===== src/rtl/hazard_ctrl.sv =====
// hazard_ctrl: stall/flush/forward control for a 5-stage pipeline with a multi-cycle M-unit.
// Define HAZARD_FWD_EN for operand forwarding; otherwise every RAW hazard stalls Decode.
module hazard_ctrl #(
    parameter int MUL_CYCLES = 4,
    parameter int DIV_CYCLES = 33
) (
    input  logic       clk,
    input  logic       rst,
    input  logic [4:0] Rs1D,
    input  logic [4:0] Rs2D,
    input  logic [4:0] Rs1E,
    input  logic [4:0] Rs2E,
    input  logic [4:0] RdE,
    input  logic [4:0] RdM,
    input  logic [4:0] RdW,
    input  logic       RegWriteE,
    input  logic       RegWriteM,
    input  logic       RegWriteW,
    input  logic       ResultSrcE0,
    input  logic       PCSrcE,
    input  logic       MdStartE,
    input  logic       MdDivE,
    output logic       StallF,
    output logic       StallD,
    output logic       StallE,
    output logic       FlushD,
    output logic       FlushE,
    output logic       FlushM,
    output logic [1:0] ForwardAE,
    output logic [1:0] ForwardBE,
    output logic       MdBusy,
    output logic       MdDone
);

    typedef enum logic [1:0] {IDLE, BUSY, DONE} md_state_t;

    localparam logic [5:0] MUL_LOAD = 6'(MUL_CYCLES - 2);
    localparam logic [5:0] DIV_LOAD = 6'(DIV_CYCLES - 2);

    md_state_t  state_q, state_d;
    logic [5:0] cnt_q, cnt_d;
    logic [5:0] load_val;
    logic       long_op;
    logic       md_stall;
    logic       lw_stall;
    logic       data_stall;
    logic       branch;
    logic       hold;

    function automatic logic src_hit(input logic [4:0] rs, input logic [4:0] rd, input logic we);
        return we && (rs != 5'd0) && (rs == rd);
    endfunction

    // Ops of two cycles skip BUSY entirely; longer ones count down the cycles between start and DONE.
    always_comb begin
        state_d  = state_q;
        cnt_d    = cnt_q;
        long_op  = MdDivE ? (DIV_CYCLES > 2) : (MUL_CYCLES > 2);
        load_val = MdDivE ? DIV_LOAD : MUL_LOAD;
        case (state_q)
            IDLE: begin
                if (MdStartE) begin
                    if (long_op) begin
                        state_d = BUSY;
                        cnt_d   = load_val;
                    end else begin
                        state_d = DONE;
                        cnt_d   = 6'd0;
                    end
                end
            end
            BUSY: begin
                if (cnt_q == 6'd1) begin
                    state_d = DONE;
                    cnt_d   = 6'd0;
                end else begin
                    cnt_d = cnt_q - 6'd1;
                end
            end
            DONE: begin
                state_d = IDLE;
                cnt_d   = 6'd0;
            end
            default: begin
                state_d = IDLE;
                cnt_d   = 6'd0;
            end
        endcase
    end

    always_ff @(posedge clk) begin
        if (!rst) begin
            state_q <= IDLE;
            cnt_q   <= 6'd0;
        end else begin
            state_q <= state_d;
            cnt_q   <= cnt_d;
        end
    end

    assign md_stall = rst && (((state_q == IDLE) && MdStartE) || (state_q == BUSY));
    assign lw_stall = src_hit(Rs1D, RdE, ResultSrcE0) || src_hit(Rs2D, RdE, ResultSrcE0);

`ifdef HAZARD_FWD_EN
    function automatic logic [1:0] fwd_sel(input logic [4:0] rs);
        if (src_hit(rs, RdM, RegWriteM))
            return 2'b10;
        else if (src_hit(rs, RdW, RegWriteW))
            return 2'b01;
        else
            return 2'b00;
    endfunction

    logic unused_inputs;
    assign unused_inputs = RegWriteE;
    assign data_stall    = lw_stall;
    assign ForwardAE     = rst ? fwd_sel(Rs1E) : 2'b00;
    assign ForwardBE     = rst ? fwd_sel(Rs2E) : 2'b00;
`else
    logic raw_stall;
    logic unused_inputs;
    assign unused_inputs = ^{Rs1E, Rs2E};
    assign raw_stall = src_hit(Rs1D, RdE, RegWriteE) || src_hit(Rs2D, RdE, RegWriteE) ||
                       src_hit(Rs1D, RdM, RegWriteM) || src_hit(Rs2D, RdM, RegWriteM) ||
                       src_hit(Rs1D, RdW, RegWriteW) || src_hit(Rs2D, RdW, RegWriteW);
    assign data_stall = lw_stall || raw_stall;
    assign ForwardAE  = 2'b00;
    assign ForwardBE  = 2'b00;
`endif

    // Priority: M-unit stall, then taken branch, then data hazard; stall and flush stay disjoint per stage.
    always_comb begin
        branch = rst && PCSrcE && !md_stall;
        hold   = rst && data_stall && !PCSrcE && !md_stall;
        StallF = md_stall || hold;
        StallD = md_stall || hold;
        StallE = md_stall;
        FlushD = branch;
        FlushE = branch || hold;
        FlushM = md_stall;
        MdBusy = md_stall;
        MdDone = rst && (state_q == DONE);
    end

endmodule


===== config.mk =====
export PLATFORM = sky130hd
export DESIGN_NAME = hazard_ctrl
export DESIGN_NICKNAME = d
export VERILOG_FILES = /design/src/rtl/hazard_ctrl.sv
export SDC_FILE = /design/constraint.sdc
export NUM_CORES = 1
export LEC_CHECK = 0
export CORE_ASPECT_RATIO = 1.2
export CORE_MARGIN = 8
export CORE_UTILIZATION = 40
export DETAILED_ROUTE_END_ITERATION = 8
export PLACE_DENSITY = 0.85
export REMOVE_ABC_BUFFERS = 1
export SYNTH_ARGS = -nofsm -noshare
export SYNTH_HDL_FRONTEND = slang
export SYNTH_SLANG_ARGS = --single-unit

===== constraint.sdc =====
create_clock -name clk -period 3.4 [get_ports clk]
set_clock_uncertainty 0.05 [all_clocks]
set_input_delay 0.34 -clock clk [delete_from_list [all_inputs] [get_ports clk]]
set_output_delay 0.34 -clock clk [all_outputs]
set_load 0.01 [all_outputs]

==> PnR_summary.wiki, run 1 <==
{| class="wikitable"
! Metric !! Value
|-
| Run status || completed
|-
| Critical Path AT || 2.72 ns
|-
| Via count || 998
|-
| Core box area || 2260 um2
|-
| Flop2flop setup slack || 1.81 ns
|-
| Final setup violation count || 0
|-
| Peak supply drop || 168 uV
|-
| Crit-path most repeated cell || sky130_fd_sc_hd__clkdlybuf4s50_1
|-
| Worst setup EP type || output port
|-
| Hold slack || 0.466 ns
|-
| Netlist area before placement || 942 um2
|-
| Violation count after the first detailed-routing iteration || 16
|-
| Most used flip-flop cell after synthesis || sky130_fd_sc_hd__dfxtp_1
|-
| Period utilization || 91.6%
|-
| GRT overflow || 0
|-
| Final cell count without fillers || 186
|-
| Sum of net half-perimeters after detailed placement || 2410 um
|-
| Startpoint of the most critical setup path || Rs1D[1]
|-
| Warning count from the yosys run || 0
|-
| Final-stage net count || 203
|-
| Cell at the root of the clock tree || sky130_fd_sc_hd__clkbuf_4
|-
| Hold Crit Class || reg2reg
|-
| Global routing usage summed across all routing layers || 13.8%
|-
| Hold worst-path end || cnt_q[4]
|-
| Max stage delay cell, worst path || sky130_fd_sc_hd__or4_4
|-
| Area share of the largest cell type after synthesis || 24.2%
|-
| Buffer levels on the longest clock path || 2
|-
| Capturing point of the worst reg2reg path || cnt_q[5]
|-
| Number of distinct library cell variants in the gate-level netlist after synthesis || 34
|-
| Post-DR wirelength/cell || 14.8 um
|-
| Sort of element at the start of the critical path || primary input
|-
| Synth Area per Inst || 8.05 um2
|-
| TritonCTS clock tree || built
|-
| CTS-repair resized insts || 0
|-
| Power density relative to cell area || 268 nW/um2
|-
| Async SR Flop Fraction || 0%
|-
| Endpoints failing hold || 0
|-
| Setup total negative slack || 0 ns
|-
| Remaining antenna violation count || 0
|-
| Worst r2r path cells || 5
|-
| RSZ-0062 raised after global routing || false
|-
| Clock input transition at the sequential cells of the worst setup and hold paths || 0.06 ns
|-
| Maxcap violations || 0
|-
| Share of synthesized area occupied by flip-flops and latches || 17.0%
|-
| Top post-synthesis cells by area || sky130_fd_sc_hd__xnor2_1 (24%), sky130_fd_sc_hd__dfxtp_1 (17%), sky130_fd_sc_hd__buf_4 (5.6%), sky130_fd_sc_hd__nor3b_1 (4.0%), sky130_fd_sc_hd__xor2_1 (3.7%)
|-
| Kind of critical path || in2out
|-
| Slew Limit Fails || 0
|-
| Cts hold-fix bufs || 0
|-
| Rel. slew slack || 64.6%
|-
| Final period demand of the worst path || 3.11 ns
|-
| Mapped Cells || 117
|-
| Number of optimization iterations in the first detailed-route pass || 4
|-
| Maximum number of pins on one net before global-route repair || 10
|-
| Height of the chip || 69.2 um
|-
| Number of cells traversed by the worst hold path || 2
|-
| Via density per instance || 5.37
|-
| Number of diodes || 0
|-
| Horizontal die dimension || 60.3 um
|-
| Dpl cell area || 1350 um2
|-
| Fraction of the core area covered by cells at the end of the flow || 60.7%
|-
| Sequence of cells on the critical path || clkdlybuf4s50_1 > or4_4 > o211ai_2 > o22ai_1 > a2111oi_2 > o21ai_1 > clkdlybuf4s50_1
|-
| Count of H-tree levels built during CTS || 1
|-
| Area leader, netlist || sky130_fd_sc_hd__xnor2_1
|-
| Antenna violations before repair || 0
|-
| Ports || 56
|-
| Global placement routability congestion || 0.813
|-
| Inst Count DP || 183
|-
| Leak || 0.479 nW
|-
| Post-synthesis sequential element count || 8
|-
| Transition time of the tightest slew-check pin || 0.530 ns
|-
| Post-route cell area || 1370 um2
|-
| R2R Path Start || cnt_q[1]
|-
| Peak per-stage delay on the critical path || 0.60 ns
|-
| Global-route wire length before repair || 4650 um
|-
| Total die area || 4170 um2
|-
| Via count of the first global-routing pass || 1126
|-
| Post-CTS setup buffers || 0
|-
| Sink Count || 8
|-
| Start point of the worst min-delay path || cnt_q[4]
|-
| Worst endpoint required time || 3.01 ns
|-
| Starting Density || 41.7%
|-
| Maximum clock frequency || 321 MHz
|-
| Clock Latency Late Sink || 0.26 ns
|-
| Synth-to-layout area growth || 45.6%
|-
| Crit Path Max Fanout || 4
|-
| Count of flip-flops with a built-in enable after synthesis || 0
|-
| Number of buffers inserted by port buffering || 41
|-
| Number of buffers created by CTS || 3
|-
| Share of cells above drive strength 1 || 8.39%
|-
| Total number of placement rows || 19
|-
| Routed wire length || 2750 um
|-
| Residual DRC count || 0
|}
critical path: cells and delay by family:
kind                   cells  cell delay, ns
buffers and inverters      2            1.02
and+or+nand+nor            1            0.60
AOI/OAI and AO/OA          4            0.76
cell families after synthesis:
logic type      Yosys count  share of synthesized area, %
other cells               1                         0.398
compound gates           23                          18.6
flops                     8                          17.0
fa+ha+maj                 2                          2.66
xor+xnor                 30                          27.9
buf+inv                  15                          8.90
simple gates             38                          24.6
per-layer routing:
| metal | vias up | wire [um] | GRT usage [%] |
|---|---|---|---|
| li1 | 489 | - | - |
| met1 | 460 | 998 | 12.9 |
| met2 | 43 | 1500 | 25.6 |
| met3 | 6 | 208 | 4.45 |
| met4 | 0 | 38 | 5.32 |
| met5 | - | 0 | 0 |
report_power, final:
part	switching, mW	total, mW	internal (mW)
logic	0.0800	0.179	0.0990
clock network	0.0337	0.0742	0.0405
registers	0.0104	0.114	0.103
total	0.124	0.367	0.243
placed cells by master, fill, tap and decap left out, drive strengths merged:
cell type / synthesis / final
nor3b: 5 / 5
inv: 4 / 4
dfxtp: 8 / 8
ha: 2 / 2
o211ai: 4 / 4
or4: 2 / 2
o221a: 1 / 1
nor2: 9 / 9
clkdlybuf4s50: 0 / 41
nand4: 4 / 4
a2111oi: 1 / 1
a21oi: 3 / 3
or2: 2 / 2
conb: 1 / 4
nand3: 2 / 2
and3: 3 / 3
nand2: 3 / 3
nor4b: 1 / 1
clkbuf: 4 / 3
o21bai: 1 / 1
o21ai: 6 / 6
a311o: 1 / 1
a221oi: 3 / 3
nor3: 2 / 2
xnor2: 26 / 26
a211oi: 1 / 1
xor2: 4 / 4
nand2b: 3 / 3
o22ai: 2 / 2
buf: 7 / 2
nor4: 2 / 2
worst max path at each step:
stage,depth (start not counted),endpoint
2_1_floorplan,5,StallD
3_3_place_gp,7,StallD
3_5_place_dp,7,StallD
4_1_cts,7,StallD
5_1_grt,7,StallD
6_report,7,StallD
area by class of cell:
class	count	area, um2
flip-flops and latches	8	160
fillers	189	887
clock buffers	3	22.5
multi-input cells	97	709
inverters	4	15.0
repair buffers	43	425
well taps	31	38.8
sequential cells by signal (all words and copies together), names as in the netlist:
register,count
cnt_q,6
state_q,2
cells in the mapped netlist, types with 3 or more instances:
cell type	instances
sky130_fd_sc_hd__xnor2_1	26
sky130_fd_sc_hd__a21oi_1	3
sky130_fd_sc_hd__clkbuf_1	3
sky130_fd_sc_hd__a221oi_1	3
sky130_fd_sc_hd__inv_1	4
sky130_fd_sc_hd__buf_4	7
sky130_fd_sc_hd__nor3b_1	5
sky130_fd_sc_hd__and3_1	3
sky130_fd_sc_hd__nor2_1	9
sky130_fd_sc_hd__nand4_1	4
sky130_fd_sc_hd__dfxtp_1	8
sky130_fd_sc_hd__nand2b_1	3
sky130_fd_sc_hd__o21ai_1	3
sky130_fd_sc_hd__xor2_1	4
sky130_fd_sc_hd__nand2_1	3
sky130_fd_sc_hd__o21ai_0	3
per-stage QoR:
step	setup slack, ns	power, mW
after global routing	0.134	0.386
final	0.287	0.367
after global placement	0.332	0.288
after CTS	0.272	0.369
after floorplan	1.37	0.207
after detailed placement	0.273	0.294
Note: power is estimated with default switching activity, not from simulation.
==> run 2: changes to the inputs <==
--- a/config.mk
+++ b/config.mk
@@ -5,11 +5,12 @@
 export SDC_FILE = /design/constraint.sdc
 export NUM_CORES = 1
 export LEC_CHECK = 0
+export CAP_MARGIN = 20
 export CORE_ASPECT_RATIO = 1.2
 export CORE_MARGIN = 8
 export CORE_UTILIZATION = 40
 export DETAILED_ROUTE_END_ITERATION = 8
-export PLACE_DENSITY = 0.85
+export PLACE_DENSITY = 0.88
 export REMOVE_ABC_BUFFERS = 1
 export SYNTH_ARGS = -nofsm -noshare
 export SYNTH_HDL_FRONTEND = slang
==> run 2 against run 1 <==
  * Worst setup slack lost 0.013 ns
  * Via count up 0.70%
  * Worst hold slack worse by 0.020 ns
  * Routed wire length rose by 4.0%
  * Combinational power is essentially flat
  * Sequential power about the same
  * Fmax decreased by 0.42%
  * Sequential share of layout area is 0.064 points lower
  * Clock-buffer cell count did not move
  * Final cell count increased by 0.54%
  * Critical endpoint is now StallF
==> PnR_summary.wiki, run 2 (synthesis results as in run 1) <==
{| class="wikitable"
! Metric !! Value
|-
| Maximum clock frequency || 320 MHz (-0.42%)
|-
| Height of the chip || 69.2 um (unchanged)
|-
| Synth-to-layout area growth || 46.3%
|-
| Antenna violations before repair || 0 (unchanged)
|-
| Buffer levels on the longest clock path || 2 (unchanged)
|-
| Global placement routability congestion || 0.838 (+3.1%)
|-
| Leak || 0.484 nW (+1.0%)
|-
| Clock Latency Late Sink || 0.26 ns (about the same)
|-
| Leading cell types in the layout, fill and taps excluded || sky130_fd_sc_hd__clkdlybuf4s50_1 (41), sky130_fd_sc_hd__xnor2_1 (26), sky130_fd_sc_hd__nor2_1 (9)
|-
| Number of optimization iterations in the first detailed-route pass || 4 (unchanged)
|-
| Setup total negative slack || 0 ns (unchanged)
|-
| Total number of placement rows || 19 (unchanged)
|-
| Leading registers by flop count || cnt_q: 6 flops, state_q: 2 flops
|-
| Via count of the first global-routing pass || 1118 (-0.71%)
|-
| Power density relative to cell area || 268 nW/um2 (about the same)
|-
| Worst setup EP type || output port
|-
| Violation count after the first detailed-routing iteration || 22 (+6)
|-
| Final period demand of the worst path || 3.13 ns (+0.0132 ns)
|-
| Global-route wire length before repair || 4830 um (+3.9%)
|-
| Final cell count without fillers || 187 (+0.54%)
|-
| Core box area || 2260 um2 (unchanged)
|-
| Number of buffers inserted by port buffering || 41 (unchanged)
|-
| Most common library cell in the layout ignoring fill and taps || sky130_fd_sc_hd__clkdlybuf4s50_1
|-
| Via count || 1005 (+0.70%)
|-
| Critical Path AT || 2.74 ns (+0.02 ns)
|-
| Clock input transition at the sequential cells of the worst setup and hold paths || 0.05 ns (about the same)
|-
| Kind of critical path || in2out
|-
| CTS-repair resized insts || 0 (unchanged)
|-
| Total die area || 4170 um2 (unchanged)
|-
| Post-DR wirelength/cell || 15.3 um (+3.5%)
|-
| Cts hold-fix bufs || 0 (unchanged)
|-
| Global routing usage summed across all routing layers || 14.7% (+0.94 points)
|-
| Ports || 56 (unchanged)
|-
| Period utilization || 91.9% (+0.39 points)
|-
| Sink Count || 8 (unchanged)
|-
| Sort of element at the start of the critical path || primary input
|-
| Endpoints failing hold || 0 (unchanged)
|-
| GRT overflow || 0 (unchanged)
|-
| Number of diodes || 0 (unchanged)
|-
| Via density per instance || 5.37 (+0.16%)
|-
| Inst Count DP || 184 (+0.55%)
|-
| Remaining antenna violation count || 0 (unchanged)
|-
| Slew Limit Fails || 0 (unchanged)
|-
| Hold Crit Class || reg2reg
|-
| Sum of net half-perimeters after detailed placement || 2490 um (+3.2%)
|-
| RSZ-0062 raised after global routing || false
|-
| Peak supply drop || 162 uV (-3.8%)
|-
| Run status || completed
|-
| Starting Density || 41.7% (unchanged)
|-
| Maximum number of pins on one net before global-route repair || 10 (unchanged)
|-
| Post-CTS setup buffers || 0 (unchanged)
|-
| Count of H-tree levels built during CTS || 1 (unchanged)
|-
| Maxcap violations || 0 (unchanged)
|-
| TritonCTS clock tree || built
|-
| Max reg flops || 6 (unchanged)
|-
| Largest reg by FF count || cnt_q
|-
| Share of cells above drive strength 1 || 8.97% (+0.59 points)
|-
| Horizontal die dimension || 60.3 um (unchanged)
|-
| Worst endpoint required time || 3.01 ns (about the same)
|-
| Number of buffers created by CTS || 3 (unchanged)
|-
| Routed wire length || 2860 um (+4.0%)
|-
| Cell at the root of the clock tree || sky130_fd_sc_hd__clkbuf_4
|-
| Residual DRC count || 0 (unchanged)
|-
| Design Power || 0.369 mW (+0.56%)
|-
| Final setup violation count || 0 (unchanged)
|-
| Final-stage net count || 204 (+0.49%)
|-
| Crit Path Max Fanout || 4 (unchanged)
|}
-- run 2: report_power, final --
| part | switching (mW) | total, mW | internal, mW |
|---|---|---|---|
| sequential | 0.0105 | 0.114 | 0.104 |
| clock | 0.0341 | 0.0746 | 0.0405 |
| combinational | 0.0810 | 0.180 | 0.0994 |
| total | 0.126 | 0.369 | 0.243 |
-- run 2: final cells by class --
| class | count | area, um2 |
|---|---|---|
| Timing Repair Buffer | 44 | 433 |
| Inverter | 4 | 15.0 |
| Clock buffer | 3 | 22.5 |
| Fill cell | 193 | 880 |
| Multi-Input combinational cell | 97 | 709 |
| Sequential cell | 8 | 160 |
| Tap cell | 31 | 38.8 |
-- run 2: through the flow --
step / util (%) / worst slack, ns / area [um2] / hold slack (ns)
after floorplan: - / 1.37 / 885 / 0.413
after global placement: 60.1 / 0.323 / 1360 / 0.425
after detailed placement: 60.1 / 0.278 / 1360 / 0.442
after CTS: 61.1 / 0.267 / 1380 / 0.448
after global routing: 61.1 / 0.177 / 1380 / 0.476
final: 61.1 / 0.274 / 1380 / 0.446
-- run 2: worst max-delay path, cell delays in order --
cell and delay, ns:
sky130_fd_sc_hd__clkdlybuf4s50_1 0.52, sky130_fd_sc_hd__or4_4 0.60, sky130_fd_sc_hd__o211ai_2 0.15, sky130_fd_sc_hd__o22ai_1 0.11, sky130_fd_sc_hd__a2111oi_2 0.37, sky130_fd_sc_hd__o21ai_1 0.14, sky130_fd_sc_hd__clkdlybuf4s50_1 0.51
-- run 2: path summary, 6_finish.rpt --
check,slack (ns),cells after the start,to,from
worst max-delay path,0.27,7,StallF,Rs2D[1]
worst min register to register,0.45,2,cnt_q[4],cnt_q[4]
worst min-delay path,0.45,2,cnt_q[4],cnt_q[4]
worst max register to register,1.77,5,cnt_q[5],cnt_q[1]
-- run 2: metal layers --
metal | wire [um] | vias to the layer above | part of all wire [%] | global-route usage [%]
li1 | - | 487 | - | -
met1 | 1030 | 461 | 36 | 13.7
met2 | 1570 | 51 | 55 | 27.4
met3 | 192 | 6 | 6.7 | 3.53
met4 | 64 | 0 | 2.2 | 7.71
met5 | 0 | - | 0 | 0
==> run 3: changes to the inputs <==
--- a/config.mk
+++ b/config.mk
@@ -7,8 +7,8 @@
 export LEC_CHECK = 0
 export CAP_MARGIN = 20
 export CORE_ASPECT_RATIO = 1.2
-export CORE_MARGIN = 8
 export CORE_UTILIZATION = 40
+export CTS_CLUSTER_SIZE = 10
 export DETAILED_ROUTE_END_ITERATION = 8
 export PLACE_DENSITY = 0.88
 export REMOVE_ABC_BUFFERS = 1
==> run 3 against run 2 <==
  * Utilization up 3.0 points
  * Register-to-register slack better by 0.03 ns
  * Final cell count down 1.1%
  * Power about the same
  * Global-route usage up 6.2 points
  * Worst setup slack worse by 0.011 ns
  * Largest power group unchanged
  * Worst hold slack better by 0.017 ns
  * Sequential power about the same
==> PnR_summary.wiki, run 3 (synthesis results as in run 1) <==
{| class="wikitable"
! Metric !! Value
|-
| Post-DR wirelength/cell || 13.3 um (-13%)
|-
| Largest reg by FF count || cnt_q
|-
| Routed wire length || 2470 um (-14%)
|-
| Slew Limit Fails || 0 (unchanged)
|-
| Remaining antenna violation count || 0 (unchanged)
|-
| Power density relative to cell area || 269 nW/um2 (+0.54%)
|-
| Residual DRC count || 0 (unchanged)
|-
| Sequence of cells on the critical path || clkdlybuf4s50_1 > or4_4 > o211ai_2 > o22ai_1 > a2111oi_2 > o21ai_1 > clkdlybuf4s50_1
|-
| Leading cell types in the layout, fill and taps excluded || sky130_fd_sc_hd__clkdlybuf4s50_1 (41), sky130_fd_sc_hd__xnor2_1 (26), sky130_fd_sc_hd__nor2_1 (9)
|-
| Sort of element at the start of the critical path || primary input
|-
| GR met2 Demand/Resource || 42.4% (+15 points)
|-
| Synth-to-layout area growth || 45.4%
|-
| Maximum clock frequency || 319 MHz (-0.35%)
|-
| Run status || completed
|-
| Endpoints failing hold || 0 (unchanged)
|-
| Top delay family on crit path || buffers and inverters
|-
| Leading registers by flop count || cnt_q: 6 flops, state_q: 2 flops
|-
| Total die area || 2550 um2 (-39%)
|-
| Flop2flop setup slack || 1.80 ns (+0.03 ns)
|-
| Via count || 977 (-2.8%)
|-
| Global placement routability congestion || 0.830 (-0.92%)
|-
| Buffer levels on the longest clock path || 2 (unchanged)
|-
| CTS-repair resized insts || 0 (unchanged)
|-
| Post-CTS setup buffers || 0 (unchanged)
|-
| R2R Path Start || cnt_q[1]
|-
| Leak || 0.479 nW (-0.99%)
|-
| Most common library cell in the layout ignoring fill and taps || sky130_fd_sc_hd__clkdlybuf4s50_1
|-
| Peak supply drop || 172 uV (+6.4%)
|-
| Cell at the root of the clock tree || sky130_fd_sc_hd__clkbuf_4
|-
| Antenna violations before repair || 0 (unchanged)
|-
| Combined area of the multi-input logic cells || 709 um2 (unchanged)
|-
| Clock input transition at the sequential cells of the worst setup and hold paths || 0.05 ns (about the same)
|-
| Kind of critical path || in2out
|-
| Number of buffers inserted by port buffering || 41 (unchanged)
|-
| Height of the chip || 55.2 um (-20%)
|-
| GRT overflow || 0 (unchanged)
|-
| Sum of net half-perimeters after detailed placement || 2080 um (-16%)
|-
| Start point of the worst min-delay path || cnt_q[4]
|-
| Final setup violation count || 0 (unchanged)
|-
| Core box area || 2140 um2 (-5.3%)
|-
| Worst r2r path cells || 5 (unchanged)
|-
| Number of buffers created by CTS || 3 (unchanged)
|-
| GRT met3 Usage || 2.92% (-0.60 points)
|-
| Max reg flops || 6 (unchanged)
|-
| Final-stage net count || 203 (-0.49%)
|-
| Global-route wire length before repair || 3690 um (-24%)
|-
| Count of H-tree levels built during CTS || 1 (unchanged)
|-
| Peak per-stage delay on the critical path || 0.60 ns (about the same)
|-
| Number of optimization iterations in the first detailed-route pass || 4 (unchanged)
|-
| Hold Crit Class || reg2reg
|-
| Register area || 160 um2 (unchanged)
|-
| Clock Latency Late Sink || 0.26 ns (about the same)
|-
| RSZ-0062 raised after global routing || false
|-
| Busiest metal layer after global routing || met2
|-
| Worst setup EP type || output port
|-
| Horizontal die dimension || 46.3 um (-23%)
|-
| TritonCTS clock tree || built
|-
| Hold worst-path end || cnt_q[4]
|-
| Maxcap violations || 0 (unchanged)
|-
| Starting Density || 44.0% (+2.3 points)
|-
| Worst endpoint required time || 3.01 ns (about the same)
|-
| Via count of the first global-routing pass || 915 (-18%)
|-
| Global routing usage summed across all routing layers || 20.9% (+6.2 points)
|-
| Maximum number of pins on one net before global-route repair || 10 (unchanged)
|-
| Buffers & Inverters on Critical Path || 2 (unchanged)
|-
| Number of diodes || 0 (unchanged)
|-
| Final-layout fill cell count || 168 (-13%)
|-
| Via density per instance || 5.28 (-1.7%)
|-
| Total number of placement rows || 18 (-1)
|-
| Period utilization || 92.3% (+0.32 points)
|-
| Ports || 56 (unchanged)
|-
| Capturing point of the worst reg2reg path || cnt_q[5]
|-
| Cts hold-fix bufs || 0 (unchanged)
|-
| Sink Count || 8 (unchanged)
|-
| Share of cells above drive strength 1 || 8.39% (-0.59 points)
|-
| Final period demand of the worst path || 3.14 ns (+0.0108 ns)
|-
| Crit Path Max Fanout || 4 (unchanged)
|-
| Critical Path AT || 2.75 ns (about the same)
|-
| M1 GR Usage || 19.1% (+5.4 points)
|-
| Design Power || 0.369 mW (about the same)
|-
| Crit-path most repeated cell || sky130_fd_sc_hd__clkdlybuf4s50_1
|-
| Max stage delay cell, worst path || sky130_fd_sc_hd__or4_4
|-
| Setup total negative slack || 0 ns (unchanged)
|-
| Violation count after the first detailed-routing iteration || 9 (-59%)
|-
| Number of cells traversed by the worst hold path || 2 (unchanged)
|}
[run 3: worst reg2reg max path, stage by stage (launching register included)]
cell	delay (ns)
sky130_fd_sc_hd__dfxtp_1	0.33
sky130_fd_sc_hd__inv_1	0.07
sky130_fd_sc_hd__ha_1	0.19
sky130_fd_sc_hd__a311o_1	0.37
sky130_fd_sc_hd__nor4b_1	0.32
sky130_fd_sc_hd__o221a_1	0.22
[run 3: worst max path at each step]
| stage | depth (start not counted) | start | end | slack (ns) |
|---|---|---|---|---|
| floorplan | 5 | Rs2D[1] | StallD | 1.37 |
| global placement | 7 | Rs1D[1] | StallD | 0.34 |
| detailed placement | 7 | Rs1D[1] | StallD | 0.28 |
| CTS | 7 | Rs1D[1] | StallD | 0.27 |
| global route | 7 | Rs1D[1] | StallD | 0.10 |
| finish | 7 | Rs1D[1] | StallD | 0.26 |
[run 3: report_power, final]
group	total (mW)	internal [mW]	switching, mW
Sequential	0.114	0.103	0.0105
Clock	0.0762	0.0406	0.0356
Combinational	0.178	0.0989	0.0796
Total	0.369	0.243	0.126
[run 3: stage by stage]
| stage | hold slack [ns] | cell area [um2] | util [%] | std cells | setup WS, ns |
|---|---|---|---|---|---|
| floorplan | 0.413 | 885 | - | 109 | 1.37 |
| global placement | 0.429 | 1350 | 63.0 | 182 | 0.338 |
| detailed placement | 0.454 | 1350 | 63.0 | 182 | 0.275 |
| CTS | 0.465 | 1370 | 64.0 | 185 | 0.275 |
| global route | 0.481 | 1370 | 64.0 | 185 | 0.102 |
| finish | 0.463 | 1370 | 64.0 | 185 | 0.263 |
[run 3: metal layers]
layer  wire [um]  vias up
li1            -      485
met1         886      435
met2        1410       49
met3         117        8
met4          59        0
met5           0        -
[run 3: final cells by class]
class                   count  area share [%]
flip-flops and latches      8            11.7
inverters                   4            1.10
clock buffers               3            1.64
well taps                  30            2.74
repair buffers             43            31.1
multi-input cells          97            51.8
==> RTL change 1, RTL diff (flow settings as in run 1) <==
Register the input `MdDivE` before use. The logic sees it one clock later. The other inputs are not delayed to match.
--- a/src/rtl/hazard_ctrl.sv
+++ b/src/rtl/hazard_ctrl.sv
@@ -39,2 +39,8 @@
 
+    logic MdDivE_q;
+
+    always_ff @(posedge clk) begin
+        MdDivE_q <= MdDivE;
+    end
+
     md_state_t  state_q, state_d;
@@ -57,4 +63,4 @@
         cnt_d    = cnt_q;
-        long_op  = MdDivE ? (DIV_CYCLES > 2) : (MUL_CYCLES > 2);
-        load_val = MdDivE ? DIV_LOAD : MUL_LOAD;
+        long_op  = MdDivE_q ? (DIV_CYCLES > 2) : (MUL_CYCLES > 2);
+        load_val = MdDivE_q ? DIV_LOAD : MUL_LOAD;
         case (state_q)
Function: changed (Yosys sat finds a counterexample within 4 cycles, from zero or initial values and one cycle with rst low).
==> RTL change 1 against run 1 <==
Sequential cell count is 1 higher. Largest cell class unchanged. Design area is 2.8% higher. Worst setup slack worse by 0.041 ns. Utilization is 1.1 points higher. Power is 6.9% higher. Routed wire length is 5.7% higher. Clock power is 12% higher. Synthesized area is 2.1% higher. Count of clock-buffer cells in the layout is 1 higher. First-iteration DRC count is 25% higher.
==> RTL change 1: results (changes against run 1) <==
| Metric | Value |
|---|---|
| Latest clock arrival within the worst-skew pair | 0.26 ns (about the same) |
| Crit-path slowest cell | or4_4 |
| Largest cells by area after synthesis | xnor2_1 24%, dfxtp_1 19%, buf_4 5.5%, nor3b_1 3.9%, xor2_1 3.6% |
| Launch point of the critical path | Rs1D[3] |
| Synth Flop Type | dfxtp_1 |
| Clk slew on worst S/H paths | 0.06 ns (about the same) |
| Arrival time at the worst endpoint | 2.76 ns (+0.04 ns) |
| Final setup fails | 0 (unchanged) |
| Largest registers | cnt_q: 6 flops, state_q: 2 flops, MdDivE_q: 1 flops |
| Routing usage on met2 | 26.9% (+1.3 points) |
| Post-cts resize count | 0 (unchanged) |
| Number of inserted diodes | 0 (unchanged) |
| Synth cell count leaders | 26 x xnor2_1, 9 x dfxtp_1, 9 x nor2_1 |
| Relative slew slack | 61.6% (-2.9 points) |
| Initial DRC count | 20 (+4) |
| Global Route Usage Sum | 14.1% (+0.36 points) |
| Reg-to-Reg Start | cnt_q[1] |
| Routed WL | 2.90 mm (+5.7%) |
| H-tree depth | 1 (unchanged) |
| Seq/Total Area, Yosys | 18.7% (+1.7 points) |
| Grt met3 use | 4.27% (-0.19 points) |
| Met3 wire length | 189 um (-9.1%) |
| Hold WC Path Type | flip-flop to flip-flop |
| Worst ir drop on vdd | 176 uV (+4.6%) |
| Reg2Reg Setup Slack | 1.77 ns (-0.04 ns) |
| DR WL met2 | 1.56 mm (+4.1%) |
| Net Sw Frac | 33.4% (-0.42 points) |
| Fraction of layout cells with a size suffix above 1 | 9.43% (+1.0 points) |
| Post-detail-place hpwl | 2.49 mm (+3.3%) |
| Worst-case reg-to-reg path depth | 5 (unchanged) |
| YS warnings | 0 (unchanged) |
| CP max FO | 4 (unchanged) |
| CTS max path bufs | 2 (unchanged) |
| CP max stage delay | 0.55 ns (-0.05 ns) |
| Vias in the first global route | 1,107 (-1.7%) |
| WL met1 | 1.11 mm (+11%) |
| Port Buf Inserts | 41 (unchanged) |
| Largest net degree at the start of global routing | 10 (unchanged) |
| Met1 Use GR | 13.1% (+0.16 points) |
| Fin nets | 206 (+1.5%) |
| GP Congestion | 0.842 (+3.6%) |
| Status | finished clean |
| Leak Pwr | 0.498 nW (+4.0%) |
| Worst hold path stage count | 2 (unchanged) |
| DR top layer | met4 |
| First-pass GRT wire length | 4.78 mm (+2.8%) |
| TritonCTS Buffers | 3 (unchanged) |
| Routed vias/inst | 5.34 (-0.54%) |
[RTL change 1: cell types whose count changed after synthesis, sizes merged]
cell   change
dfxtp      +1
[RTL change 1: final cells by class]
class                           count  area (um^2)
Clock buffer                        4         26.3
Fill cell                         213          872
Inverter                            4         15.0
Multi-Input combinational cell     97          709
Sequential cell                     9          180
Tap cell                           31         38.8
Timing Repair Buffer               45          440
[RTL change 1: kinds of logic (layout without fill, tap and decap cells)]
kind of cell	Yosys count	after routing	share of synthesized area, %
AO/OA/AOI/OAI	23	23	18.2
XOR/XNOR	30	30	27.3
adder cells (fa/ha/maj)	2	2	2.60
buffers and inverters	15	53	8.71
flip-flops	9	9	18.7
other	1	4	0.390
AND/OR/NAND/NOR	38	38	24.1
[RTL change 1: worst reg2reg max path: cells and delay by family, from the launching register on]
kind	cells	cell delay, ns
compound gates	2	0.61
simple gates	1	0.33
buf+inv	1	0.07
flops	1	0.33
fa+ha+maj	1	0.19
[RTL change 1: power by group through the flow]
stage	Sequential, W	Clock, W	Combinational [W]
final	0.000127	0.0000833	0.000182
after global routing	0.000127	0.0000896	0.000196
after CTS	0.000126	0.0000839	0.000182
after detailed placement	0.000128	0	0.000180
after global placement	0.000128	0	0.000175
after floorplan	0.000125	0	0.0000941
[RTL change 1: worst paths after layout]
check,to
max,StallD
min,cnt_q[4]
min reg2reg,cnt_q[4]
max reg2reg,cnt_q[5]
[RTL change 1: per-stage QoR]
stage                     setup slack (ns)  cells  instance area [um^2]  power, W  hold WS [ns]
final                                0.246    190                  1410  0.000392         0.470
after global routing                 0.213    190                  1410  0.000413         0.480
after CTS                            0.290    190                  1410  0.000392         0.467
after detailed placement             0.287    186                  1380  0.000309         0.458
after global placement               0.361    186                  1380  0.000302         0.429
after floorplan                       1.37    110                   905  0.000220         0.318
==> RTL change 2, RTL diff (flow settings as in run 1) <==
Without the edit above. The option `HAZARD_FWD_EN` is turned on by a define.
--- a/src/rtl/hazard_ctrl.sv
+++ b/src/rtl/hazard_ctrl.sv
@@ -2,2 +2,4 @@
 // Define HAZARD_FWD_EN for operand forwarding; otherwise every RAW hazard stalls Decode.
+`define HAZARD_FWD_EN
+
 module hazard_ctrl #(
Behaviour: not the same (a bounded check fails within 4 cycles, from zero or initial values and one cycle with rst low).
==> RTL change 2 against run 1 <==
Sequential cell count did not move. Worst setup slack better by 0.31 ns. First-iteration DRC count up 140%. Power rose by 1.4%. Design area increased by 14%. Global-route usage rose by 1.1 points. Highest routed layer unchanged. Clock power fell by 2%. Hold slack improved by 0.0069 ns. Non-clock buffer count grew 12. Routed wire length increased by 12%. Synthesized area up 4.8%. Synthesized cell count grew 7.7%.
==> RTL change 2: results (changes against run 1) <==
| Metric | Value |
|---|---|
| Status | finished clean |
| Placed Area | 1540 um^2 (+14%) |
| Adder-cell share of the synthesized area | 2.53% (-0.12 points) |
| Leak Pwr | 0.545 nW (+14%) |
| Pre-CTS setup slack | 0.565 ns (+0.292 ns) |
| Largest cells by area after synthesis | dfxtp_1 16%, xnor2_1 16%, xor2_1 8.9%, nor4_2 5.1%, nand4_1 3.8% |
| DR vias | 1,125 (+13%) |
| Flop pwr share | 30.9% (about the same) |
| Worst-margin pin slew | 0.476 ns (-0.0539 ns) |
| Total power | 0.000372 W (+1.4%) |
| Crit-path slowest cell | clkdlybuf4s50_1 |
| Routed WL | 3.09 mm (+12%) |
| Fraction of layout cells with a size suffix above 1 | 10.6% (+2.2 points) |
| XOR/XNOR share of the synthesized area | 24.8% (-3.0 points) |
| Routing usage on met2 | 27.2% (+1.6 points) |
| Grt met3 use | 6.96% (+2.5 points) |
| Port Buf Inserts | 54 (+32%) |
| Met3 wire length | 292 um (+40%) |
| Arrival time at the worst endpoint | 2.41 ns (-0.31 ns) |
| CP max FO | 3 (-1) |
| Routed vias/inst | 5.36 (-0.16%) |
| Met1 Use GR | 14.5% (+1.6 points) |
| Power Clock | 0.0000728 W (-2%) |
| Initial DRC count | 38 (+22) |
| Worst ir drop on vdd | 277 uV (+65%) |
| Seq/Total Area, Yosys | 16.2% (-0.78 points) |
| Largest net degree at the start of global routing | 12 (+2) |
| DR WL met2 | 1.59 mm (+6.1%) |
| Global Route Usage Sum | 14.8% (+1.1 points) |
| Fin nets | 227 (+12%) |
| Synth Area in Compound Gates | 14.4% (-4.1 points) |
| Synthesized area per cell | 7.83 um^2 (-2.7%) |
| First-pass GRT wire length | 5.18 mm (+11%) |
| WL met1 | 1.18 mm (+18%) |
| Yosys cell types | 37 (+8.8%) |
## RTL change 2: cell count changes after synthesis, moves of 4 or more
cell / run 1 / this run
xnor2_1: 26 / 18
xor2_1: 4 / 10
nor3b_1: 5 / 0
buf_4: 7 / 3
nand3_1: 0 / 4
nor2b_1: 0 / 4
nor4_2: 0 / 4
o21ai_0: 3 / 7
## RTL change 2: final cells by class
class                   count  area, um^2
repair buffers             55         548
well taps                  31        38.8
clock buffers               3        22.5
multi-input cells         108         777
fillers                   207         741
inverters                   5        18.8
flip-flops and latches      8         160
## RTL change 2: path summary, 6_finish.rpt
kind                                from            to  slack, ns  cells after the start
worst min register to register  cnt_q[3]      cnt_q[3]       0.47                      2
worst max-delay path             Rs1E[1]  ForwardAE[0]       0.60                      6
worst max register to register  cnt_q[1]      cnt_q[3]       1.78                      5
worst min-delay path            cnt_q[3]      cnt_q[3]       0.47                      2
